--- config.mk ---
export PLATFORM = sky130hd
export DESIGN_NAME = keypad_scanner_flat
export DESIGN_NICKNAME = d
export VERILOG_FILES = /design/src/rtl/fpgano_pkg.sv /design/src/rtl/keypad_scanner_if.sv /design/src/rtl/sync2.sv /design/src/rtl/keypad_scanner.sv /design/src/flat_wrapper.sv
export SDC_FILE = /design/constraint.sdc
export NUM_CORES = 1
export LEC_CHECK = 0
export CAP_MARGIN = 20
export CELL_PAD_IN_SITES_DETAIL_PLACEMENT = 1
export CELL_PAD_IN_SITES_GLOBAL_PLACEMENT = 2
export CORE_ASPECT_RATIO = 0.75
export CORE_UTILIZATION = 34
export CTS_BUF_LIST = sky130_fd_sc_hd__clkbuf_8 sky130_fd_sc_hd__clkbuf_16
export DETAILED_ROUTE_END_ITERATION = 12
export GPL_ROUTABILITY_DRIVEN = 0
export PLACE_DENSITY = 0.82
export SLEW_MARGIN = 10
export SYNTH_ARGS = -nofsm -noshare
export SYNTH_HDL_FRONTEND = slang
export SYNTH_SLANG_ARGS = --single-unit
--- constraint.sdc ---
create_clock -name CLOCK_50 -period 11.4 [get_ports CLOCK_50]
set_input_delay 3.42 -clock CLOCK_50 [delete_from_list [all_inputs] [get_ports CLOCK_50]]
set_output_delay 3.42 -clock CLOCK_50 [all_outputs]
set_load 0.05 [all_outputs]
--- src/rtl/fpgano_pkg.sv ---
// fpgano_pkg: keypad geometry and row-scan state encoding shared by scanner, scorer and tone player
package fpgano_pkg;
    localparam int N_ROWS = 4;
    localparam int N_COLS = 4;
    localparam int N_KEYS = 16;
    typedef enum logic [1:0] {ROW0 = 2'd0, ROW1 = 2'd1, ROW2 = 2'd2, ROW3 = 2'd3} row_state_t;
endpackage

--- src/rtl/keypad_scanner_if.sv ---
// keypad_scanner_if: keypad matrix lines plus debounced key outputs
interface keypad_scanner_if;
    import fpgano_pkg::*;
    logic [N_COLS-1:0] cols;
    logic [N_ROWS-1:0] rows;
    logic [N_KEYS-1:0] pad;
    logic [3:0]        key_code;
    logic              press;
    logic              multi;
    modport master(input cols, output rows, pad, key_code, press, multi);
    modport slave(output cols, input rows, pad, key_code, press, multi);
endinterface

--- src/rtl/sync2.sv ---
// sync2: parameterized-width two-flop synchronizer with a selectable reset value
module sync2 #(
    parameter int W = 1,
    parameter logic [W-1:0] INIT = '0
) (
    input  logic         clk,
    input  logic         rst,
    input  logic [W-1:0] d,
    output logic [W-1:0] q
);
    logic [W-1:0] meta;
    always_ff @(posedge clk)
        if (rst) {q, meta} <= {INIT, INIT};
        else     {q, meta} <= {meta, d};
endmodule

--- src/rtl/keypad_scanner.sv ---
// keypad_scanner: row-strobed 4x4 keypad scan with whole-scan debounce and one-hot key decode
module keypad_scanner
    import fpgano_pkg::*;
#(
    parameter int ROW_CYCLES     = 50000,
    parameter int DEBOUNCE_SCANS = 4
) (
    input logic              CLOCK_50,
    input logic              reset,
    keypad_scanner_if.master kp
);
    localparam int TW = $clog2(ROW_CYCLES);
    row_state_t        state, state_nxt;
    logic [TW-1:0]     timer;
    logic [N_COLS-1:0] cols_s;
    logic [N_KEYS-1:0] snap, prev, scan, pad_nxt;
    logic [3:0]        cnt, cnt_nxt, idx;
    logic [4:0]        pop;
    logic              tc, scan_done, take;

    sync2 #(.W(N_COLS), .INIT('1)) u_sync (
        .clk(CLOCK_50),
        .rst(reset),
        .d(kp.cols),
        .q(cols_s)
    );

    assign tc        = timer == TW'(ROW_CYCLES - 1);
    assign scan_done = tc && state == ROW3;
    assign kp.rows   = ~(N_ROWS'(1) << state);

    always_ff @(posedge CLOCK_50)
        if (reset) state <= ROW0;
        else       state <= state_nxt;

    always_comb begin
        state_nxt = tc ? row_state_t'(state + 2'd1) : state;
    end

    // scan = snapshot with the current row's contacts merged in; complete at the ROW3 terminal count
    always_comb begin
        scan = snap;
        scan[{state, 2'b00} +: N_COLS] = ~cols_s;
        pop = '0;
        idx = '0;
        for (int i = 0; i < N_KEYS; i++)
            if (scan[i]) begin
                pop = pop + 5'd1;
                idx = 4'(i);
            end
        pad_nxt = pop == 5'd1 ? scan : '0;
        cnt_nxt = scan != prev ? 4'd1 : cnt == 4'(DEBOUNCE_SCANS) ? cnt : cnt + 4'd1;
        take    = scan_done && cnt_nxt == 4'(DEBOUNCE_SCANS);
    end

    always_ff @(posedge CLOCK_50)
        if (reset) begin
            timer       <= '0;
            snap        <= '0;
            prev        <= '0;
            cnt         <= '0;
            kp.pad      <= '0;
            kp.key_code <= '0;
            kp.press    <= 1'b0;
            kp.multi    <= 1'b0;
        end else begin
            timer    <= tc ? '0 : timer + 1'b1;
            kp.press <= 1'b0;
            if (tc) snap <= scan;
            if (scan_done) begin
                cnt  <= cnt_nxt;
                prev <= scan;
            end
            if (take) begin
                kp.pad   <= pad_nxt;
                kp.multi <= pop > 5'd1;
                kp.press <= pad_nxt != '0 && pad_nxt != kp.pad;
                if (pop == 5'd1) kp.key_code <= idx;
            end
        end
endmodule

--- src/flat_wrapper.sv ---
// flat-port wrapper written by rule: the top's interface ports become plain ports
module keypad_scanner_flat import fpgano_pkg::*;
#(
    parameter int ROW_CYCLES     = 50000,
    parameter int DEBOUNCE_SCANS = 4
)
  (CLOCK_50, reset, kp_cols, kp_rows, kp_pad, kp_key_code, kp_press, kp_multi);
  keypad_scanner_if kp_i ();
  input logic CLOCK_50;
  input logic reset;
  input wire logic [$bits(kp_i.cols)-1:0] kp_cols;
  output wire logic [$bits(kp_i.rows)-1:0] kp_rows;
  output wire logic [$bits(kp_i.pad)-1:0] kp_pad;
  output wire logic [$bits(kp_i.key_code)-1:0] kp_key_code;
  output wire logic [$bits(kp_i.press)-1:0] kp_press;
  output wire logic [$bits(kp_i.multi)-1:0] kp_multi;
  assign kp_i.cols = kp_cols;
  assign kp_rows = kp_i.rows;
  assign kp_pad = kp_i.pad;
  assign kp_key_code = kp_i.key_code;
  assign kp_press = kp_i.press;
  assign kp_multi = kp_i.multi;
  keypad_scanner #(.ROW_CYCLES(ROW_CYCLES), .DEBOUNCE_SCANS(DEBOUNCE_SCANS)) u_core (.CLOCK_50(CLOCK_50), .reset(reset), .kp(kp_i));
endmodule
==> out/qor.txt <==
outcome = complete, no violations
Worst-Margin Slew = 1.05 ns
critical path peak fanout = 8
Synth async-reset ratio = 0%
Max Cap Violations = 0
post-cts hold buffer count = 0
core area = 0.0193 mm2
Synth Register Bits = 84
most frequent cells after synthesis = nor2_1 (99), dfxtp_1 (84), xnor2_1 (65)
Final Cycle Share = 94.9%
DRC viols = 0
Global Route Usage Sum = 22.1%
most common cell in the netlist = nor2_1
largest net degree at the start of global routing = 76
Reg power frac = 41.2%
skew final = 0.0191 ns
critical path's largest stage delay = 0.52 ns
DR WL/cell = 19.4 um
Setup crit start kind = register
WS Path Type = register to register
post-synthesis sequential area ratio = 25.1%
Yosys top cell by area = dfxtp_1
final hold vios = 0
cts bufs inserted = 9
Critical R2R Capture = u_core.kp.key_code[2]
final WL = 21600 um
Die Wd = 164 um
initial antenna violation count = 0
fin area = 0.00772 mm2
min-delay worst type = register to register
Synth area leaders = dfxtp_1 (25%), xnor2_1 (8.5%), nor2_1 (5.6%)
clock share of power = 45.8%
Worst R2R Start = u_core.state[1]
top_reg_cell synth = dfxtp_1
Int Pwr = 532 uW
Clock transition at path regs = 0.07 ns
Antenna Violating Nets Remaining = 0
share of cells above drive strength 1 = 13.2%
LEAKAGE = 2.92 nW
htree depth = 3
Slew headroom = 29.9%
cell family with most CP delay = simple AND/OR/NAND/NOR gates
worst path required time = 11.64 ns
Nets = 887
Syn Nets = 863
placement-stage cell area = 0.00732 mm2
via count = 6273
Ant. Diodes = 0
switching pwr = 188 uW
Yosys cell types = 95
fin util = 40.0%
die area = 0.0202 mm2
Post-Synthesis Cells = 834
Yosys top cell area share = 25.1%
crit path to = u_core.kp.key_code[2]
Crit path depth = 52
final worst path period need = 10.81 ns
vias in the first global route = 6048
Setup crit start = u_core.state[1]
# port buffers = 31
final setup fails = 0
Crit path buffers/inverters = 5
EDFF count, synth = 0
Peak VDD IR = 0.0685 mV
total gr overflow = 0
first-pass GRT wire length = 34400 um
power density cells = 93.3 mW/mm2
dpl hpwl = 16200 um
max frequency = 92.5 MHz
initial core utilization = 34.6%
clk sinks = 84
crit end category = register
Slew Limit Fails = 0
DRT iter0 DRCs = 351
clock buffer depth = 2
Slowest-stage cell, CP = or4b_1
reg2reg setup slack = 0.59 ns
WP data arrival = 11.06 ns
vias per std cell = 5.62
clk root buf = clkbuf_16
Crit path top cell by count = ha_1
syn avg cell area = 8.02 um2
TritonRoute pass-1 iters = 5
TritonCTS clock tree = yes
Comb pwr share = 13.0%
Post-Synthesis Cell Area = 0.00669 mm2
# rows = 44
Sw Ratio = 26.1%
I/O Pins = 32
Clk Latency, worst-skew pair = 0.36 ns
Pwr Total = 720 uW
reg2reg path depth = 52
Ys Warns = 0
final hold slack = 0.409 ns
die height = 123 um
Area growth, synth to finish = 15.4%
[worst min path at each step]
stage                     startpoint  slack [ns]  depth (start not counted)            endpoint
2_1_floorplan  u_core.u_sync.meta[0]        0.39                          1  u_core.u_sync.q[0]
3_3_place_gp   u_core.u_sync.meta[1]        0.39                          1  u_core.u_sync.q[1]
3_5_place_dp   u_core.u_sync.meta[3]        0.40                          1  u_core.u_sync.q[3]
4_1_cts        u_core.u_sync.meta[3]        0.41                          1  u_core.u_sync.q[3]
5_1_grt        u_core.u_sync.meta[1]        0.42                          1  u_core.u_sync.q[1]
6_report       u_core.u_sync.meta[3]        0.41                          1  u_core.u_sync.q[3]
[area by class of cell]
cell class / instances / area, um2
Sequential cell: 84 / 1680
Fill cell: 2299 / 11600
Clock inverter: 6 / 87.6
Tap cell: 253 / 317
Inverter: 26 / 97.6
Multi-Input combinational cell: 676 / 4760
Timing Repair Buffer: 61 / 534
Clock buffer: 10 / 239
[sequential cells by signal, indices dropped and copies added, names as in the netlist]
register            flops
u_core.kp.press         1
u_core.kp.multi         1
u_core.cnt              4
u_core.kp.pad          16
u_core.kp.key_code      4
u_core.snap            16
u_core.prev            16
u_core.timer           16
u_core.u_sync.q         4
u_core.state            2
u_core.u_sync.meta      4
[per-stage QoR]
stage,instances,TNS [ns],setup WS [ns]
after floorplan,834,0,0.158
after global placement,1096,0,0.638
after detailed placement,1097,0,0.168
after CTS,1113,0,0.114
after global routing,1116,-0.108,-0.0395
final,1116,0,0.586
[cell usage in the layout (no fill, tap or decap), drive strengths merged, types with 22 or more instances in the layout]
cell type and count:
dfxtp 84, ha 23, inv 27, nor3 22, buf 31, o21ai 39
nand2 63, nand3 24, clkdlybuf4s50 30, a211oi 35, nor2 102, xnor2 70
a21oi 48
[cells by family (layout without fill, tap and decap cells)]
logic type | Yosys count | count (layout) | share of synthesized area [%]
AOI/OAI and AO/OA | 226 | 226 | 24.1
buffers and inverters | 74 | 103 | 4.34
adders and majority gates | 23 | 23 | 4.30
and+or+nand+nor | 322 | 322 | 25.0
muxes | 11 | 11 | 2.08
DFF | 84 | 84 | 25.1
xor gates and xnor gates | 94 | 94 | 15.0
[power groups by stage]
stage | clock (mW) | combinational (mW) | sequential (mW)
after floorplan | 0 | 0.0671 | 0.303
after global placement | 0 | 0.0877 | 0.304
after detailed placement | 0 | 0.0890 | 0.304
after CTS | 0.335 | 0.0897 | 0.297
after global routing | 0.349 | 0.103 | 0.297
final | 0.330 | 0.0935 | 0.297
[routing by layer]
| metal | routed length (um) | vias to the layer above | track usage (%) |
|---|---|---|---|
| met5 | 0 | - | 0 |
| met4 | 231 | 0 | 5.50 |
| met3 | 651 | 16 | 3.05 |
| met2 | 9020 | 110 | 31.8 |
| met1 | 11700 | 3071 | 33.9 |
| li1 | - | 3076 | - |
[timing repair]
action,CTS,global route
setup buffers,0,3
setup endpoints to repair,0,21
gates resized for setup,0,12
Note: power is estimated with default switching activity, not from simulation.
